## src/rtl/fibonacci_seq.sv

```systemverilog
// Iterative Fibonacci generator: F(n) for a registered index n, one addition per clock.
// Free-running; any change of n restarts the computation, F holds the last completed result.
module fibonacci_seq #(
  parameter int N_W = 4,
  parameter int F_W = 12
) (
  input  logic           clk,
  input  logic           rst_n,
  input  logic [N_W-1:0] n,
  output logic [F_W-1:0] F,
  output logic           done
);

  typedef enum logic [1:0] {
    LOAD = 2'd0,
    RUN  = 2'd1,
    DONE = 2'd2
  } state_t;

  state_t         state;
  logic [F_W-1:0] a;
  logic [F_W-1:0] b;
  logic [N_W-1:0] cnt;
  logic [N_W-1:0] n_q;

  // NOTE: every register here is state, so only non-blocking assignments are used;
  // blocking ones would let later statements see the new values within the same edge.
  always_ff @(posedge clk or negedge rst_n) begin
    if (!rst_n) begin
      state <= LOAD;
      a     <= '0;
      b     <= F_W'(1);
      cnt   <= '0;
      n_q   <= '0;
      F     <= '0;
      done  <= 1'b0;
    end else begin
      n_q <= n;
      // A changed index wins over a completion that would land on this edge.
      if (state != LOAD && n != n_q) begin
        a     <= '0;
        b     <= F_W'(1);
        cnt   <= '0;
        done  <= 1'b0;
        state <= RUN;
      end else begin
        case (state)
          LOAD: begin
            a     <= '0;
            b     <= F_W'(1);
            cnt   <= '0;
            done  <= 1'b0;
            state <= RUN;
          end
          RUN: begin
            if (cnt == n_q) begin
              F     <= a;
              done  <= 1'b1;
              state <= DONE;
            end else begin
              a   <= b;
              b   <= a + b;
              cnt <= cnt + 1'b1;
            end
          end
          DONE: begin
            done <= 1'b1;
          end
          default: state <= LOAD;
        endcase
      end
    end
  end

endmodule

```

## config.mk

```make
export PLATFORM = sky130hd
export DESIGN_NAME = fibonacci_seq
export DESIGN_NICKNAME = d
export VERILOG_FILES = /design/src/rtl/fibonacci_seq.sv
export SDC_FILE = /design/constraint.sdc
export NUM_CORES = 1
export LEC_CHECK = 0
export ABC_AREA = 1
export BUFFER_PORTS_ARGS = -buffer_cell sky130_fd_sc_hd__buf_4
export CAP_MARGIN = 20
export CORE_ASPECT_RATIO = 2
export CORE_MARGIN = 8
export CORE_UTILIZATION = 25
export DETAILED_ROUTE_END_ITERATION = 7
export HOLD_SLACK_MARGIN = 0.02
export PLACE_DENSITY_LB_ADDON = 0.05
export SLEW_MARGIN = 0
export SYNTH_ARGS = -nofsm -noshare
export SYNTH_HDL_FRONTEND = slang
export SYNTH_SLANG_ARGS = --single-unit
```

## constraint.sdc

```tcl
create_clock -name clk -period 2.3 [get_ports clk]
set_clock_uncertainty 0.2 [all_clocks]
set_input_delay 0.345 -clock clk [delete_from_list [all_inputs] [get_ports clk]]
set_output_delay 0.345 -clock clk [all_outputs]
set_load 0.03 [all_outputs]
```

Word-level counts from Yosys, hierarchy flattened
Cells that the tools add are included.
Widths: inputs -> output; s select.
Storage, ports and cells
  flip-flop bits (word level): 47
  output and inout bits: 13
  logic and storage cells: 41
Cells by class
  $add $sub $neg: 2
  equal/unequal tests: 7
  multiplexer cells: 15
  bitwise gates (word level): 1
  reductions and logical operators: 9
Operators with widths (number)
  $mux 12: 4
  $pmux 12 s2: 2
  $add 12x12->12: 1
  $mux 4: 2
  $pmux 4 s2: 1
  $ne 3x3->1 const B: 2
  $pmux 2 s3: 1
  $reduce_and 2->1: 3
  $add 4x1->4 const B: 1
  $eq 4x4->1: 1
  $mux 2: 2
  $ne 4x4->1: 1
  $reduce_bool 4->1: 1
  $pmux 1 s3: 1
  $reduce_and 3->1: 1
  $reduce_bool 3->1: 1
  $eq 2x1->1 const B: 1
  $eq 2x2->1 const B: 1
  $logic_not 2->1: 1
  $mux 1: 2
  $ne 2x2->1 const B: 1
  $reduce_bool 2->1: 1
  $logic_and 1x1->1: 1
  $not 1->1: 1

Longest topological paths before layout
Gate-level depths: netlist of run 1.
  depth after elaboration: 4
  depth in mapped cells: 11
  depth with buffers taken out: 11

Least setup slack after synthesis of run 1
No wires, ideal clock.
  path kind: reg-to-reg
  start point: register a[0]
  end point: register b[10]
  library setup time: 0.117 ns
  data arrival time: 1.506 ns
  required time: 1.983 ns
  slack: 0.476 ns
  stages on the path, launching flop included: 11
  buffers on the path: 0
  clock period less this slack: 1.824 ns
  cell sequence: dfrtp_1 > ha_1 > fa_1 > nand2_1 > nand2_1 > nand3_1 > nand2_1 > nand2_1 > nand3_1 > nand3_1 > nand2_1
Between the ends
  cells in the longest elaborated chain, start to end: 4
RTL lines
  from (decl): line 21  | logic [F_W-1:0] a;
  from (signal assigned): line 31  | a <= '0;
  from (signal assigned): line 41  | a <= '0;
  from (signal assigned): line 49  | a <= '0;
  $add 12x12->12: line 62  | b <= a + b;
  $mux 12: line 56  | if (cnt == n_q) begin
  $pmux 12 s2: line 47  | case (state)
  $mux 12: line 40  | if (state != LOAD && n != n_q) begin
  to (signal assigned): line 62
  to (decl): line 22  | logic [F_W-1:0] b;
Every way passes these cells. The select of a mux whose other input is x is not followed.
A chain may end at the register's enable or synchronous reset.

Worst setup path in the final report of run 1
  start point: input port n[2]
  end point: register a[0]
Between the ends
  cells in the longest elaborated chain, start to end: 4
RTL lines
  from (decl): line 9  | input logic [N_W-1:0] n,
  $ne 4x4->1 *: line 40
  $logic_and 1x1->1 *: line 40
  $ne 3x3->1 (no line) or $reduce_bool 3->1 (tied branches)
  $reduce_and 2->1 (no line)
  to (signal assigned): line 41
  to (signal assigned): line 49
  to (signal assigned): line 61  | a <= b;
Mark *: on every way between the ends. The rest lies on a longest branch, timed or not.

==> qor.csv, run 1 <==
stage;metric;value;unit
synthesis;Synth warnings;0;
cells_and_area;most frequent cells in the layout;160 x nand2_1, 46 x dfrtp_1, 35 x inv_1, 29 x nand3_1, 24 x buf_4;
pwr;Internal;1558;µW
sta;Slew Limit Fails;0;
sta;final setup fails;0;
setup_path;Worst EP required;2.31;ns
die;Die ar.;14350;µm²
synthesis;sequential share of the synthesized area;0.4445;
setup_path;critical setup path kind;input pin to flip-flop;
die;Placeable Area;10410;µm²
global_route;initial antenna violation count;0;
min_path;HP Class;flip-flop to flip-flop;
cts;CTS tree;done;
synthesis;Netlist cell types;24;
pwr;switch share;0.3237;
sta;Max Clk Rate;0.4790;GHz
cells_and_area;final instance area;3207;µm²
pwr;Combinational Power Share;0.224;
pwr;Reg power frac;0.406;
pwr;clock group share of total power;0.370;
global_route;Total GRT Usage;0.1169;
cells_and_area;antenna fix cells;0;
run;max-cap viol count;0;
cells_and_area;Core Util, Final;0.3080;
sta;Fin Hold WS;0.2704;ns
cts;Sink Count;47;
sta;Period minus WS final;2.088;ns
run_status;outcome;complete, no violations;
global_route;vias in the first global route;2323;
sta;Rel. slew slack;0.5711;
routing;WL per Instance;14.16;µm
pwr;P_sw;745.8;µW
cts;number of H-tree levels;2;
synthesis;synthesized area;2649;µm²
setup_path;crit path DAT;2.09;ns
cts;# Post-CTS Setup Buffers;0;
cells_and_area;fin nets;409;
pwr;peak supply drop;0.0003511;V
cells_and_area;Fillers;1154;
sta;RSZ-0062 raised after global routing;no;
cells_and_area;share of cells above drive strength 1;0.1137;
global_route;GRT Residual Overflow;0;
routing;met3 wire length;175;µm
placement;HPWL Detailed;5350;µm
sta;endpoints failing hold;0;
die;IO Pins;19;
pwr;Power Total;2304;µW
cells_and_area;commonest non-fill, non-tap cell in the layout;nand2_1;
placement;I/O Buffers;18;
setup_path;Critical Path Source Type;input pin;
placement;placed inst area;2972;µm²
global_route;largest net degree at the start of global routing;48;
global_route;first-pass GRT wire length;12360;µm
synthesis;Mapped Cells;357;
die;Site Rows;53;
routing;final WL;7422;µm
routing;drt pass-1 iters;4;
routing;Highest Signal Layer;met4;
synthesis;synthesized net count;380;
setup_path;Worst setup EP type;flip-flop;
routing;metal2 WL;4153;µm
placement;GPL Wtd Cong;0.8257;
die;die width;88.79;µm
die;Initial Utilization;0.2544;
sta;Slew @ Worst Pin;0.6433;ns
routing;residual DRC count;0;
cts;Num CTS Buffers;5;
routing;Avg Vias per Cell;4.292;
cts;CTS root buf;clkbuf_16;
routing;Routed Antenna Nets;0;
pwr;Lkg Pwr;0.001792;µW
sta;final period utilization;0.9077;
routing;iteration-0 DRC count of the detailed router;150;
cts;clock latency on the worst-skew pair;0.30;ns
die;DIE HEIGHT;161.6;µm
synthesis;Yosys reg bits;47;
pwr;Pwr Density;718.4;nW/µm²
cells_and_area;area grow syn2layout;21.07;%
routing;routed vias;2249;
cts;clock buffer depth;2;
sta;setup TNS;0;ns
synthesis;Synth Area per Inst;7.420;µm²
setup_path;CP max FO;13;
routing;M1 WL;2912;µm
cts;clock slew at reported path FFs;0.06;ns
## synthesized netlist by cell type (all sizes together)
master / n / area [µm²]
a21oi: 6 / 30.03
a31oi: 1 / 6.260
buf: 8 / 52.55
clkbuf: 1 / 3.750
dfrtp: 46 / 1151
dfstp: 1 / 26.28
fa: 1 / 20.02
ha: 16 / 200.2
inv: 37 / 138.9
nand2: 163 / 616.8
nand3: 29 / 145.1
nand3b: 3 / 22.52
nand4: 5 / 31.28
nor2: 23 / 93.84
o21ai: 8 / 40.04
o21bai: 2 / 15.01
o31ai: 1 / 7.510
or2: 2 / 12.51
xnor2: 3 / 26.28
xor2: 1 / 8.760
## what timing repair did
action	CTS	global route
endpoints found under the setup margin	0	22
resized for setup	0	6
hold endpoints to repair	50	0
hold buffers	5	0
## routing by layer
layer	GRT usage	up-vias
li1	-	1169
met1	0.1203	1050
met2	0.2141	22
met3	0.02137	8
met4	0.05508	0
met5	0	-
## logic make-up after synthesis
logic type                 Yosys count  share of synthesized area
AOI/OAI and AO/OA                   18                    0.03732
xor gates and xnor gates             4                    0.01323
adders and majority gates           17                    0.08314
buffers and inverters               46                    0.07369
DFF                                 47                     0.4445
and+or+nand+nor                    225                     0.3481
## per-stage QoR
step	std cells	setup WS, ns
floorplan	357	0.4764
global placement	511	0.2956
detailed placement	511	0.3001
CTS	524	0.04547
global route	524	0.009217
finish	524	0.2123
## cell type report
cell class	count	area, µm²	share of cell area
flip-flops and latches	47	1177	0.3671
well taps	137	171.4	0.05345
clock buffers	5	125.1	0.03902
multi-input cells	264	1286	0.4011
repair buffers	31	261.5	0.08155
clock inverters	3	43.79	0.01366
inverters	37	141.4	0.04409
## registers in the layout, indices dropped and copies added (netlist names)
| signal | flops |
|---|---|
| F | 12 |
| a | 12 |
| b | 12 |
| cnt | 4 |
| done | 1 |
| n_q | 4 |
| state | 2 |
## critical path, cell delays in order
cell,delay (ns)
dlygate4sd3_1,0.53
buf_4,0.14
nand2_1,0.05
nand2_1,0.04
nor2_1,0.13
nand2_1,0.11
nor2_2,0.15
nand2_1,0.11
nand2_4,0.17
buf_12,0.17
nand2_1,0.05
o21ai_0,0.08
## worst paths after layout
| path | to | startpoint | slack [ns] | cells after the start |
|---|---|---|---|---|
| setup / recovery | a[0] | n[2] | 0.21 | 12 |
| hold / removal | F[7] | F[7] | 0.27 | 2 |
| setup reg to reg | b[6] | a[0] | 0.30 | 11 |
| hold reg to reg | F[7] | F[7] | 0.27 | 2 |
| max in group asynchronous | F[0] | rst_n | 1.05 | 2 |
| min in group asynchronous | F[3] | rst_n | 0.41 | 2 |
## power groups by stage
stage / combinational, µW / sequential (µW) / clock [µW]
final: 516 / 936 / 851
after global routing: 589 / 947 / 922
after CTS: 521 / 936 / 889
after detailed placement: 512 / 952 / 0
after global placement: 508 / 952 / 0
after floorplan: 291 / 964 / 0
No activity file was read; power rests on OpenSTA's default activity.
==> run 2: changes to the inputs <==
==> constraint.sdc (replaced) <==
create_clock -name clk -period 1.9 [get_ports clk]
set_clock_uncertainty 0.2 [all_clocks]
set_input_delay 0.285 -clock clk [delete_from_list [all_inputs] [get_ports clk]]
set_output_delay 0.285 -clock clk [all_outputs]
set_load 0.03 [all_outputs]
==> run 2 against run 1 <==
Net effect:
- utilization up 2.2 points
- total power up 19%
- combinational power up 43%
==> qor.csv, run 2 (same netlist as run 1, synthesis figures left out) <==
stage;metric;value;unit
pwr;peak supply drop;0.0005194;V
routing;final WL;7383;µm
cells_and_area;commonest non-fill, non-tap cell in the layout;nand2_1;
cells_and_area;area of the multi-input gates;1423;µm²
cts;Num CTS Buffers;5;
routing;drt pass-1 iters;4;
cts;Sink Count;47;
die;Die ar.;14350;µm²
run_status;outcome;complete, no violations;
cts;clock slew at reported path FFs;0.07;ns
die;DIE HEIGHT;161.6;µm
global_route;largest net degree at the start of global routing;48;
global_route;Most Crowded Layer GR;met2;
global_route;met3 usage;0.01476;
global_route;GR Util met2;0.2155;
cells_and_area;Final Non-Filler Cells;539;
routing;routed vias;2319;
sta;Rel. slew slack;0.5641;
cts;clock buffer depth;2;
global_route;GRT Residual Overflow;0;
die;IO Pins;19;
routing;WL per Instance;13.70;µm
min_path;HP Class;flip-flop to flip-flop;
cells_and_area;share of cells above drive strength 1;0.2090;
cells_and_area;FF/Latch Area;1180;µm²
sta;RSZ-0062 raised after global routing;yes;
placement;GPL Wtd Cong;0.7963;
cells_and_area;Fillers;1132;
setup_path;Critical Path Source Type;flip-flop;
die;Placeable Area;10410;µm²
cells_and_area;most frequent cells in the layout;153 x nand2_1, 44 x dfrtp_1, 37 x buf_4, 35 x inv_1, 27 x nand3_1;
setup_path;Worst EP required;1.88;ns
setup_path;internal reg-to-reg setup slack;0.08;ns
sta;endpoints failing hold;0;
routing;residual DRC count;0;
routing;iteration-0 DRC count of the detailed router;85;
placement;placed cell count;524;
sta;Period minus WS final;1.822;ns
placement;Post-Place Worst Slack;-0.07103;ns
routing;Routed Antenna Nets;0;
setup_path;Worst setup EP type;flip-flop;
routing;Avg Vias per Cell;4.302;
global_route;Total GRT Usage;0.1131;
global_route;first-pass GRT wire length;12150;µm
sta;worst setup margin;0.07849;ns
global_route;vias in the first global route;2400;
cts;clock latency on the worst-skew pair;0.29;ns
pwr;Pwr Density;800.1;nW/µm²
placement;I/O Buffers;18;
cells_and_area;fin nets;424;
run;max-cap viol count;0;
cells_and_area;Largest regs;F x12, a x12, b x12;
setup_path;critical setup path kind;flip-flop to flip-flop;
cts;CTS tree;done;
sta;Max Clk Rate;0.5490;GHz
cells_and_area;Core Util, Final;0.3304;
sta;final setup fails;0;
setup_path;crit path DAT;1.80;ns
die;die width;88.79;µm
die;Site Rows;53;
placement;HPWL Detailed;5448;µm
sta;Slew @ Worst Pin;0.6538;ns
cts;number of H-tree levels;2;
cts;CTS root buf;clkbuf_16;
global_route;initial antenna violation count;0;
cells_and_area;antenna fix cells;0;
sta;final period utilization;0.9587;
sta;Slew Limit Fails;0;
sta;setup TNS;0;ns
die;Initial Utilization;0.2544;
pwr;Lkg Pwr;0.001841;µW
pwr;Power Total;2752;µW
cells_and_area;area grow syn2layout;29.85;%
global_route;met1 Track Usage GR;0.1110;
setup_path;CP max FO;3;
run 2: cell types whose count changed in the layout (fill, tap and decap cells not counted), sizes merged:
cell,previous run,this run
buf,26,41
bufinv,1,0
clkinvlp,0,2
clkinv,2,1
run 2: critical path: stages (launching register included):
cell,delay (ns)
dfstp_2,0.56
ha_4,0.14
fa_2,0.21
nand2_2,0.05
nand2_2,0.08
nand3_2,0.08
nand2_2,0.08
nand2_1,0.07
nand2_1,0.06
nand2_1,0.04
nand3_1,0.07
nand2_1,0.05
run 2: power breakdown:
part	total [µW]	internal (µW)	switching, µW
registers	1130	1070	57.3
logic	736	284	452
clock network	890	486	404
run 2: worst paths after layout:
| kind | startpoint | end | cells after the start |
|---|---|---|---|
| worst max-delay path | b[0] | b[10] | 11 |
| worst min-delay path | F[5] | F[5] | 2 |
| worst max register to register | b[0] | b[10] | 11 |
| worst min register to register | F[5] | F[5] | 2 |
| max in group asynchronous | rst_n | a[1] | 2 |
| min in group asynchronous | rst_n | a[4] | 2 |
run 2: area by class of cell:
| class | count | area share |
|---|---|---|
| clock buffers | 5 | 0.03638 |
| flip-flops and latches | 47 | 0.3430 |
| clock inverters | 3 | 0.005820 |
| multi-input cells | 264 | 0.4136 |
| inverters | 37 | 0.04038 |
| repair buffers | 46 | 0.1109 |
| well taps | 137 | 0.04984 |
run 2: metal layers:
layer  up-vias  wire length (µm)  part of all wire
met5         -                 0                 0
met4         0               212             0.029
li1       1194                 -                 -
met3        11               162             0.022
met2        26              4228              0.57
met1      1088              2779              0.38
run 2: what timing repair did:
item	CTS	global route
hold endpoints to repair	50	0
pin swaps	1	4
endpoints found under the setup margin	2	28
gates resized for setup	3	32
hold buffers	5	0
setup buffers	1	1
run 2: per-stage QoR:
| stage | hold slack [ns] | instance area, µm² |
|---|---|---|
| 2_1_floorplan | -0.2106 | 2649 |
| 3_3_place_gp | 0.1693 | 3069 |
| 3_5_place_dp | 0.1686 | 3069 |
| 4_1_cts | 0.2761 | 3282 |
| 5_1_grt | 0.2912 | 3440 |
| 6_report | 0.2682 | 3440 |
